## config.mk

```make
export PLATFORM = sky130hd
export DESIGN_NAME = core_lsu
export DESIGN_NICKNAME = d
export VERILOG_FILES = /design/src/rtl/core_lsu_pkg.sv /design/src/rtl/core_lsu_align.sv /design/src/rtl/core_lsu.sv
export SDC_FILE = /design/constraint.sdc
export NUM_CORES = 1
export LEC_CHECK = 0
export ABC_CLOCK_PERIOD_IN_PS = 3300
export CORE_MARGIN = 2
export CORE_UTILIZATION = 32
export DETAILED_ROUTE_END_ITERATION = 12
export SLEW_MARGIN = 40
export SYNTH_ARGS = -nofsm -noshare
export SYNTH_HDL_FRONTEND = slang
export SYNTH_SLANG_ARGS = --single-unit
```

## constraint.sdc

```tcl
create_clock -name clk -period 3.3 [get_ports clk]
set_clock_uncertainty 0.1 [all_clocks]
set_input_delay 0.33 -clock clk [delete_from_list [all_inputs] [get_ports clk]]
set_output_delay 0.33 -clock clk [all_outputs]
set_load 0.03 [all_outputs]
```

## src/rtl/core_lsu_pkg.sv

```systemverilog
// Shared opcode/func3 codes, LSU state encoding and access legality helper.
package core_lsu_pkg;

  localparam logic [6:0] INST_TYPE_L = 7'b0000011;
  localparam logic [6:0] INST_TYPE_S = 7'b0100011;

  localparam logic [2:0] INST_FUNC3_LB  = 3'b000;
  localparam logic [2:0] INST_FUNC3_LH  = 3'b001;
  localparam logic [2:0] INST_FUNC3_LW  = 3'b010;
  localparam logic [2:0] INST_FUNC3_LBU = 3'b100;
  localparam logic [2:0] INST_FUNC3_LHU = 3'b101;
  localparam logic [2:0] INST_FUNC3_SB  = 3'b000;
  localparam logic [2:0] INST_FUNC3_SH  = 3'b001;
  localparam logic [2:0] INST_FUNC3_SW  = 3'b010;

  localparam logic [31:0] ZeroWord   = 32'h0000_0000;
  localparam logic        HoldEnable = 1'b1;
  localparam logic        HoldNone   = 1'b0;

  typedef enum logic [1:0] {
    LSU_IDLE = 2'd0,
    LSU_BUS  = 2'd1,
    LSU_WB   = 2'd2,
    LSU_ERR  = 2'd3
  } lsu_state_e;

  // True when the access must be rejected: unknown func3 or misaligned address.
  function automatic logic access_fault(input logic       is_load,
                                        input logic [2:0] func3,
                                        input logic [1:0] offset);
    logic legal;
    logic misaligned;
    if (is_load) begin
      legal = (func3 inside {INST_FUNC3_LB, INST_FUNC3_LH, INST_FUNC3_LW,
                             INST_FUNC3_LBU, INST_FUNC3_LHU});
    end else begin
      legal = (func3 inside {INST_FUNC3_SB, INST_FUNC3_SH, INST_FUNC3_SW});
    end
    misaligned = ((func3[1:0] == 2'b01) && offset[0]) ||
                 ((func3[1:0] == 2'b10) && (offset != 2'b00));
    return !legal || misaligned;
  endfunction

endpackage

```

## src/rtl/core_lsu_align.sv

```systemverilog
// Byte-lane steering: store strobes/replicated data and load extraction/extension.
module core_lsu_align
  import core_lsu_pkg::*;
(
  input  logic [2:0]  func3_in,
  input  logic [1:0]  offset_in,
  input  logic [31:0] store_data_in,
  input  logic [31:0] rdata_in,
  output logic [3:0]  wstrb_out,
  output logic [31:0] wdata_out,
  output logic [31:0] load_data_out
);

  logic [7:0]  byte_sel;
  logic [15:0] half_sel;

  // Lane selection for both directions, purely combinational.
  always_comb begin
    // NOTE: every output gets a default before the case so no path leaves a latch.
    wstrb_out     = 4'b0000;
    wdata_out     = ZeroWord;
    load_data_out = ZeroWord;
    byte_sel      = rdata_in[{offset_in, 3'b000} +: 8];
    half_sel      = rdata_in[{offset_in[1], 4'b0000} +: 16];

    case (func3_in[1:0])
      2'b00: begin
        wstrb_out = 4'b0001 << offset_in;
        wdata_out = {4{store_data_in[7:0]}};
      end
      2'b01: begin
        wstrb_out = 4'b0011 << {offset_in[1], 1'b0};
        wdata_out = {2{store_data_in[15:0]}};
      end
      default: begin
        wstrb_out = 4'b1111;
        wdata_out = store_data_in;
      end
    endcase

    case (func3_in)
      INST_FUNC3_LB:  load_data_out = {{24{byte_sel[7]}}, byte_sel};
      INST_FUNC3_LH:  load_data_out = {{16{half_sel[15]}}, half_sel};
      INST_FUNC3_LW:  load_data_out = rdata_in;
      INST_FUNC3_LBU: load_data_out = {24'h000000, byte_sel};
      INST_FUNC3_LHU: load_data_out = {16'h0000, half_sel};
      default:        load_data_out = ZeroWord;
    endcase
  end

endmodule

```

## src/rtl/core_lsu.sv

```systemverilog
// Load/store unit: one outstanding data-bus access, load write-back, error pulse.
module core_lsu
  import core_lsu_pkg::*;
#(
  parameter int TIMEOUT_CYCLES = 16,
  parameter int TO_W           = 8
) (
  input  logic        clk,
  input  logic        rst,
  input  logic        req_valid_in,
  input  logic [6:0]  opcode_in,
  input  logic [2:0]  func3_in,
  input  logic [31:0] addr_in,
  input  logic [31:0] store_data_in,
  input  logic [4:0]  rd_in,
  output logic        mem_req_out,
  output logic        mem_we_out,
  output logic [31:0] mem_addr_out,
  output logic [31:0] mem_wdata_out,
  output logic [3:0]  mem_wstrb_out,
  input  logic        mem_ready_in,
  input  logic [31:0] mem_rdata_in,
  output logic        reg_we_out,
  output logic [4:0]  reg_write_addr_out,
  output logic [31:0] reg_write_data_out,
  output logic        hold_flag_out,
  output logic        err_out
);

  localparam logic [TO_W-1:0] CntLast = TO_W'(TIMEOUT_CYCLES - 1);

  lsu_state_e      state_q, state_d;
  logic [TO_W-1:0] cnt_q, cnt_d;
  logic [6:0]      opcode_q, opcode_d;
  logic [2:0]      func3_q, func3_d;
  logic [31:0]     addr_q, addr_d;
  logic [31:0]     sdata_q, sdata_d;
  logic [4:0]      rd_q, rd_d;
  logic            mem_req_q, mem_req_d, mem_we_q, mem_we_d;
  logic [31:0]     mem_addr_q, mem_addr_d, mem_wdata_q, mem_wdata_d;
  logic [3:0]      mem_wstrb_q, mem_wstrb_d;
  logic            reg_we_q, reg_we_d, err_q, err_d;
  logic [4:0]      reg_waddr_q, reg_waddr_d;
  logic [31:0]     reg_wdata_q, reg_wdata_d;

  logic            accept, in_is_load, q_is_load;
  logic [2:0]      al_func3;
  logic [1:0]      al_offset;
  logic [31:0]     al_sdata, al_wdata, al_load;
  logic [3:0]      al_wstrb;

  // Accept decode, combinational hold, and align inputs (live fields in IDLE, latched otherwise).
  always_comb begin
    accept        = req_valid_in && ((opcode_in == INST_TYPE_L) || (opcode_in == INST_TYPE_S));
    in_is_load    = (opcode_in == INST_TYPE_L);
    q_is_load     = (opcode_q == INST_TYPE_L);
    hold_flag_out = ((state_q != LSU_IDLE) || accept) ? HoldEnable : HoldNone;
    if (state_q == LSU_IDLE) begin
      al_func3  = func3_in;
      al_offset = addr_in[1:0];
      al_sdata  = store_data_in;
    end else begin
      al_func3  = func3_q;
      al_offset = addr_q[1:0];
      al_sdata  = sdata_q;
    end
  end

  core_lsu_align u_align (
    .func3_in      (al_func3),
    .offset_in     (al_offset),
    .store_data_in (al_sdata),
    .rdata_in      (mem_rdata_in),
    .wstrb_out     (al_wstrb),
    .wdata_out     (al_wdata),
    .load_data_out (al_load)
  );

  // Next state and next registered outputs; bus fields are rebuilt each BUS cycle so they stay stable.
  always_comb begin
    state_d     = state_q;
    cnt_d       = cnt_q;
    opcode_d    = opcode_q;
    func3_d     = func3_q;
    addr_d      = addr_q;
    sdata_d     = sdata_q;
    rd_d        = rd_q;
    mem_req_d   = 1'b0;
    mem_we_d    = 1'b0;
    mem_addr_d  = ZeroWord;
    mem_wdata_d = ZeroWord;
    mem_wstrb_d = 4'b0000;
    reg_we_d    = 1'b0;
    reg_waddr_d = 5'd0;
    reg_wdata_d = ZeroWord;
    err_d       = 1'b0;

    case (state_q)
      LSU_IDLE: begin
        if (accept) begin
          opcode_d = opcode_in;
          func3_d  = func3_in;
          addr_d   = addr_in;
          sdata_d  = store_data_in;
          rd_d     = rd_in;
          cnt_d    = '0;
          if (access_fault(in_is_load, func3_in, addr_in[1:0])) begin
            state_d = LSU_ERR;
            err_d   = 1'b1;
          end else begin
            state_d    = LSU_BUS;
            mem_req_d  = 1'b1;
            mem_we_d   = !in_is_load;
            mem_addr_d = {addr_in[31:2], 2'b00};
            if (!in_is_load) begin
              mem_wdata_d = al_wdata;
              mem_wstrb_d = al_wstrb;
            end
          end
        end
      end
      LSU_BUS: begin
        if (mem_ready_in) begin
          cnt_d = '0;
          if (q_is_load) begin
            state_d     = LSU_WB;
            reg_we_d    = (rd_q != 5'd0);
            reg_waddr_d = rd_q;
            reg_wdata_d = al_load;
          end else begin
            state_d = LSU_IDLE;
          end
        end else if (cnt_q == CntLast) begin
          state_d = LSU_ERR;
          err_d   = 1'b1;
          cnt_d   = '0;
        end else begin
          cnt_d      = cnt_q + TO_W'(1);
          mem_req_d  = 1'b1;
          mem_we_d   = !q_is_load;
          mem_addr_d = {addr_q[31:2], 2'b00};
          if (!q_is_load) begin
            mem_wdata_d = al_wdata;
            mem_wstrb_d = al_wstrb;
          end
        end
      end
      default: state_d = LSU_IDLE;
    endcase
  end

  // State, latched request fields and registered outputs; reset drops any bus request at once.
  always_ff @(posedge clk or negedge rst) begin
    if (!rst) begin
      state_q     <= LSU_IDLE;
      cnt_q       <= '0;
      opcode_q    <= 7'd0;
      func3_q     <= 3'd0;
      addr_q      <= ZeroWord;
      sdata_q     <= ZeroWord;
      rd_q        <= 5'd0;
      mem_req_q   <= 1'b0;
      mem_we_q    <= 1'b0;
      mem_addr_q  <= ZeroWord;
      mem_wdata_q <= ZeroWord;
      mem_wstrb_q <= 4'b0000;
      reg_we_q    <= 1'b0;
      reg_waddr_q <= 5'd0;
      reg_wdata_q <= ZeroWord;
      err_q       <= 1'b0;
    end else begin
      // NOTE: non-blocking assignments so every flop samples the pre-edge values.
      state_q     <= state_d;
      cnt_q       <= cnt_d;
      opcode_q    <= opcode_d;
      func3_q     <= func3_d;
      addr_q      <= addr_d;
      sdata_q     <= sdata_d;
      rd_q        <= rd_d;
      mem_req_q   <= mem_req_d;
      mem_we_q    <= mem_we_d;
      mem_addr_q  <= mem_addr_d;
      mem_wdata_q <= mem_wdata_d;
      mem_wstrb_q <= mem_wstrb_d;
      reg_we_q    <= reg_we_d;
      reg_waddr_q <= reg_waddr_d;
      reg_wdata_q <= reg_wdata_d;
      err_q       <= err_d;
    end
  end

  assign mem_req_out        = mem_req_q;
  assign mem_we_out         = mem_we_q;
  assign mem_addr_out       = mem_addr_q;
  assign mem_wdata_out      = mem_wdata_q;
  assign mem_wstrb_out      = mem_wstrb_q;
  assign reg_we_out         = reg_we_q;
  assign reg_write_addr_out = reg_waddr_q;
  assign reg_write_data_out = reg_wdata_q;
  assign err_out            = err_q;

endmodule

```

==> run metrics <==
status finished, final reports clean; Static Leak about 0.0052 µW; Setup Viol. Count Final 0; Logic pwr share a little over a tenth; Synth Warn # 0; Chip Height 165 µm; root buffer cell clkbuf_16; CP startpoint kind flop; CTS H-tree depth 4; Fin. Hold Viols 0; Yosys reg bits 196; RSZ-0062 raised after global routing false; clock-pin slew on the worst setup and hold paths approximately 80 ps; Yosys top cell area share about 60%; post-synthesis cell area ~8300 µm²; internal power 3950 µW; drt first pass iters 5; post-synthesis sequential area ratio ~59%; WL/cell around 17 µm; Reg-to-Reg Start state_q[0]; slowest stage delay, CP 660 ps; Synth area leaders dfrtp_1, nand2_1, mux2i_1; Die Area between 20000 and 30000 µm²; fin crit period around 2700 ps; IO Pins around 230; non-filler cells, final 1375; Via density around 5; DRC viols 0; Crit Path Class flop to primary output; Worst Setup SP state_q[0]; routability cong. a little over 0.8; Flop pwr share 48.9%; DRT iter0 DRCs just under 500; via count 6819; switch share between 20% and 30%; crit-path cells nor2_2 > nand2_1 > clkdlybuf4s50_1; initial antenna violation count 3; clk sinks 196; port bufs ~220; number of routed nets with antenna violations 0; largest net degree at the start of global routing 71; Synth cell types 58; Least-Margin Pin Slew 776 ps; post-synthesis instance total 815; Slowest-stage cell, CP clkdlybuf4s50_1; HP Class primary input to flop; WL final ~24000 µm; Slew headroom 48.3%; final slew viol count 0; Hold Slack between 300 and 400 ps; Detailed Place HPWL ~16000 µm; fillcell total roughly 2500; CP arrival about 2300 ps; reg2reg path depth 5; post-layout util around 45%; initial core utilization 32.3%; total global-route track usage between 10% and 20%; min-delay src rd_in[0]; total grt overflow 0; CTS tree built; accumulated negative setup slack 0 ps; layout net count ~1100; die width around 170 µm; path length in cells of the critical path 3; core area 25800 µm²; Final period util 82.3%; clk_lat worst skew approximately 430 ps; share of cells above drive strength 1 under 10%; commonest non-fill, non-tap cells in the layout nand2_1, clkdlybuf4s50_1, dfrtp_1, a21oi_1, mux2i_1; WP data required 2870 ps; kind of cell adding the most delay to the critical path simple AND/OR/NAND/NOR gates; CTS Buf Count 17; Yosys top cell by area dfrtp_1; CP Capture Type primary output; share of power burned in the clock network about two fifths; Highest Clock Rate about 370 MHz; post_cts resized 0; Setup Fix Bufs, Post-CTS 0; number of placed cells counting well taps between 1000 and 1500; WHS Path Cells 3; hold buffers post-CTS 1; critical path fanouts, max 13; vias in the first global route 6679; row cnt 59; Post-synth EDFFs 0; buffers plus inverters on the worst setup path 1; ys async rst share between 90% and 100%; layout overhead on the synthesized area 39.1%; Top FF cell, synth dfrtp_1; Peak VDD IR between 0.2 and 0.3 mV; first-pass GRT wire length around 38000 µm; P_sw between 1000 and 1500 µW; Mapped Avg Cell Area 10.2 µm²; PwrDens between 400 and 500 nW/µm²; max-cap violations 0; commonest non-fill, non-tap cell in the layout nand2_1; clk buf depth 2
-- final timing paths --
path	endpoint	slack, ps
max reg2reg	reg_write_data_out[31]	680
min in group asynchronous	sdata_q[11]	370
max in group asynchronous	cnt_q[7]	1910
max	hold_flag_out	580
min reg2reg	sdata_q[21]	380
min	rd_q[0]	340
-- power by group through the flow --
stage | logic, µW | clock network, µW | registers (µW)
2_1_floorplan | 277 | 0 | 2640
3_3_place_gp | 565 | 0 | 2670
3_5_place_dp | 574 | 0 | 2670
4_1_cts | 577 | 2230 | 2620
5_1_grt | 636 | 2330 | 2640
6_report | 569 | 2170 | 2620
-- cells by family after synthesis --
group	after synthesis	share of synthesized area, %
AO/OA/AOI/OAI	157	14.0
other	1	0.0451
AND/OR/NAND/NOR	362	18.8
buffers and inverters	55	2.84
multiplexers	43	5.23
flip-flops	196	58.9
adder cells (fa/ha/maj)	1	0.150
-- final cells by class --
| class | count | area (µm²) | share of cell area, % |
|---|---|---|---|
| Sequential cell | 196 | 4900 | 42.4 |
| Multi-Input combinational cell | 565 | 3210 | 27.8 |
| Timing Repair Buffer | 242 | 2400 | 20.8 |
| Clock buffer | 17 | 425 | 3.68 |
| Tap cell | 335 | 419 | 3.62 |
| Clock inverter | 15 | 188 | 1.62 |
| Inverter | 3 | 12.5 | 0.108 |
| Antenna cell | 2 | 5.00 | 0.0432 |
-- layer usage --
| layer | track usage (%) | vias to the layer above | routed length [µm] |
|---|---|---|---|
| met1 | 25.5 | 3371 | 11200 |
| met2 | 27.2 | 215 | 10900 |
| met5 | 0 | - | 30 |
| met3 | 4.40 | 15 | 1650 |
| met4 | 4.78 | 4 | 254 |
| li1 | - | 3214 | - |
-- through the flow --
stage,power [µW],instance area [µm²],setup WS [ps]
finish,5360,11600,584
detailed placement,3240,10900,574
global placement,3230,10900,655
CTS,5430,11600,535
global route,5610,11600,425
floorplan,2920,8330,1050
-- Yosys cell counts, drive strengths merged (7+ instances only) --
master  count
a211oi     17
clkbuf     29
and2       10
o22a        8
o21ai      21
nor2       26
nor2b       9
a32o       34
dfrtp     196
nand3       7
buf        23
nand2     276
a21oi      50
mux2i      39
-- sequential cells by signal (all words and copies together) (netlist names) --
register / flops
addr_q: 32
mem_wdata_out: 32
reg_write_data_out: 32
sdata_q: 32
mem_addr_out: 30
cnt_q: 8
opcode_q: 7
rd_q: 5
reg_write_addr_out: 5
mem_wstrb_out: 4
func3_q: 3
state_q: 2
err_out: 1
mem_req_out: 1
mem_we_out: 1
reg_we_out: 1
-- worst min-delay path: cells and delay by family --
family                 cells  cell delay, ps
buffers and inverters      1             400
and+or+nand+nor            2             100
(Power assumes the default switching activity.)
==> variant, RTL diff (same settings) <==
`TO_W`: 8 -> 6.
--- a/src/rtl/core_lsu.sv
+++ b/src/rtl/core_lsu.sv
@@ -5,3 +5,3 @@
   parameter int TIMEOUT_CYCLES = 16,
-  parameter int TO_W           = 8
+  parameter int TO_W           = 6
 ) (
Function: same outputs for any inputs over 4 cycles, from zero or initial values and one cycle with rst low; that may be too few to reach the edited logic, so the function may still have changed.
==> variant against the original RTL <==
- global-route usage fell by 0.21 points
- routed wire length decreased by 1.6%
- area after synthesis down 0.15%
- worst setup slack got worse by 0.27 ns
- sequential power down 2%
- total power hardly changed
- sequential cell count decreased by 2
- critical path type is now in -> out
- non-clock buffer count is 6 higher
- cell area fell by 0.12%
==> variant: results (changes against the original RTL) <==
| Metric | Value |
|---|---|
| CP Max Fanout | 3 (was 13) |
| Max_slew headroom | 0.469 (was 0.483) |
| WP data arrival | 2.55 ns (was 2.29 ns) |
| Synth cell count leaders | nand2_1, dfrtp_1, o21ai_0, mux2i_1, clkbuf_1 (was nand2_1, dfrtp_1, a21oi_1, mux2i_1, a32o_1) |
| Metal2 WL | 10.5 mm (was 10.9 mm) |
| Status | finished clean (unchanged) |
| First-pass GRT wire length | 37.1 mm (was 37.7 mm) |
| Wl on met1 | 11.0 mm (was 11.2 mm) |
| Number of global-route vias before repair | 6674 (was 6679) |
| Gp weighted congestion | 0.819 (was 0.807) |
| Post-synthesis sequential area ratio | 0.584 (was 0.589) |
| Internal Power | 3.84 mW (was 3.95 mW) |
| Vias | 6759 (was 6819) |
| Share of layout cells above drive strength 1 | 0.0713 (was 0.0723) |
| Wire length on met3 | 1.85 mm (was 1.65 mm) |
| GRT Total Usage | 0.177 (was 0.179) |
| Nets | 1183 (was 1141) |
| DRT iter0 DRCs | 476 (was 492) |
| Average routed wire per standard cell | 16.8 um (was 17.5 um) |
| Initial antenna violation count | 2 (was 3) |
| Largest cells by area after synthesis | dfrtp_1, nand2_1, mux2i_1 (unchanged) |
| Placed cell area | 0.0110 mm2 (was 0.0109 mm2) |
| Router iterations before antenna repair | 4 (was 5) |
| Post-synthesis cell type count | 52 (was 58) |
| Peak VDD IR | 0.287 mV (was 0.274 mV) |
| Largest net degree at the start of global routing | 86 (was 71) |
| Leakage | 5.26 nW (was 5.22 nW) |
-- variant: kinds of logic after synthesis --
family	Yosys count	synth area share
AND/OR/NAND/NOR	400	0.204
AO/OA/AOI/OAI	158	0.132
adder cells (fa/ha/maj)	1	0.00151
buffers and inverters	55	0.0286
flip-flops	194	0.584
multiplexers	40	0.0483
other	1	0.000451
-- variant: power groups by stage --
stage / Sequential [mW] / Clock, mW / Combinational (mW)
2_1_floorplan: 2.62 / 0 / 0.385
3_3_place_gp: 2.62 / 0 / 0.715
3_5_place_dp: 2.63 / 0 / 0.721
4_1_cts: 2.58 / 2.13 / 0.726
5_1_grt: 2.60 / 2.24 / 0.800
6_report: 2.58 / 2.06 / 0.716
-- variant: layer usage --
metal / GRT usage / vias to the layer above
met4: 0.0423 / 2
met5: 0 / -
li1: - / 3288
met2: 0.264 / 194
met3: 0.0584 / 26
met1: 0.248 / 3249
-- variant: timing repair --
item                      4_1_cts  5_1_grt
hold endpoints to repair       81        0
setup buffers                   0        0
hold buffers                    1        0
-- variant: layout make-up --
cell class	instances	area (um2)
clock inverter	15	160
clock buffer	17	425
sequential	194	4850
inverter	5	31.3
timing repair buffer	248	2440
fill	2421	13800
multi-input combinational	601	3230
tap	330	413
-- variant: worst max-delay path: stages --
cell and delay [ns]:
clkdlybuf4s50_1 0.40, or4_4 0.56, or3_1 0.40, nand2_1 0.12
clkdlybuf4s50_1 0.73
-- variant: worst paths after layout --
kind	cells after the start	start	end	slack [ns]
max	5	opcode_in[3]	hold_flag_out	0.32
min	3	rd_in[2]	rd_q[2]	0.33
max reg2reg	5	state_q[1]	reg_write_data_out[19]	0.53
min reg2reg	1	opcode_q[0]	opcode_q[0]	0.37
max in group asynchronous	3	rst	mem_addr_out[4]	1.73
min in group asynchronous	2	rst	mem_wdata_out[8]	0.37
-- variant: through the flow --
| stage | std cells | worst slack (ns) |
|---|---|---|
| finish | 1410 | 0.317 |
| CTS | 1410 | 0.289 |
| global route | 1410 | 0.215 |
| global placement | 1377 | 0.156 |
| detailed placement | 1377 | 0.0927 |
| floorplan | 850 | 0.728 |
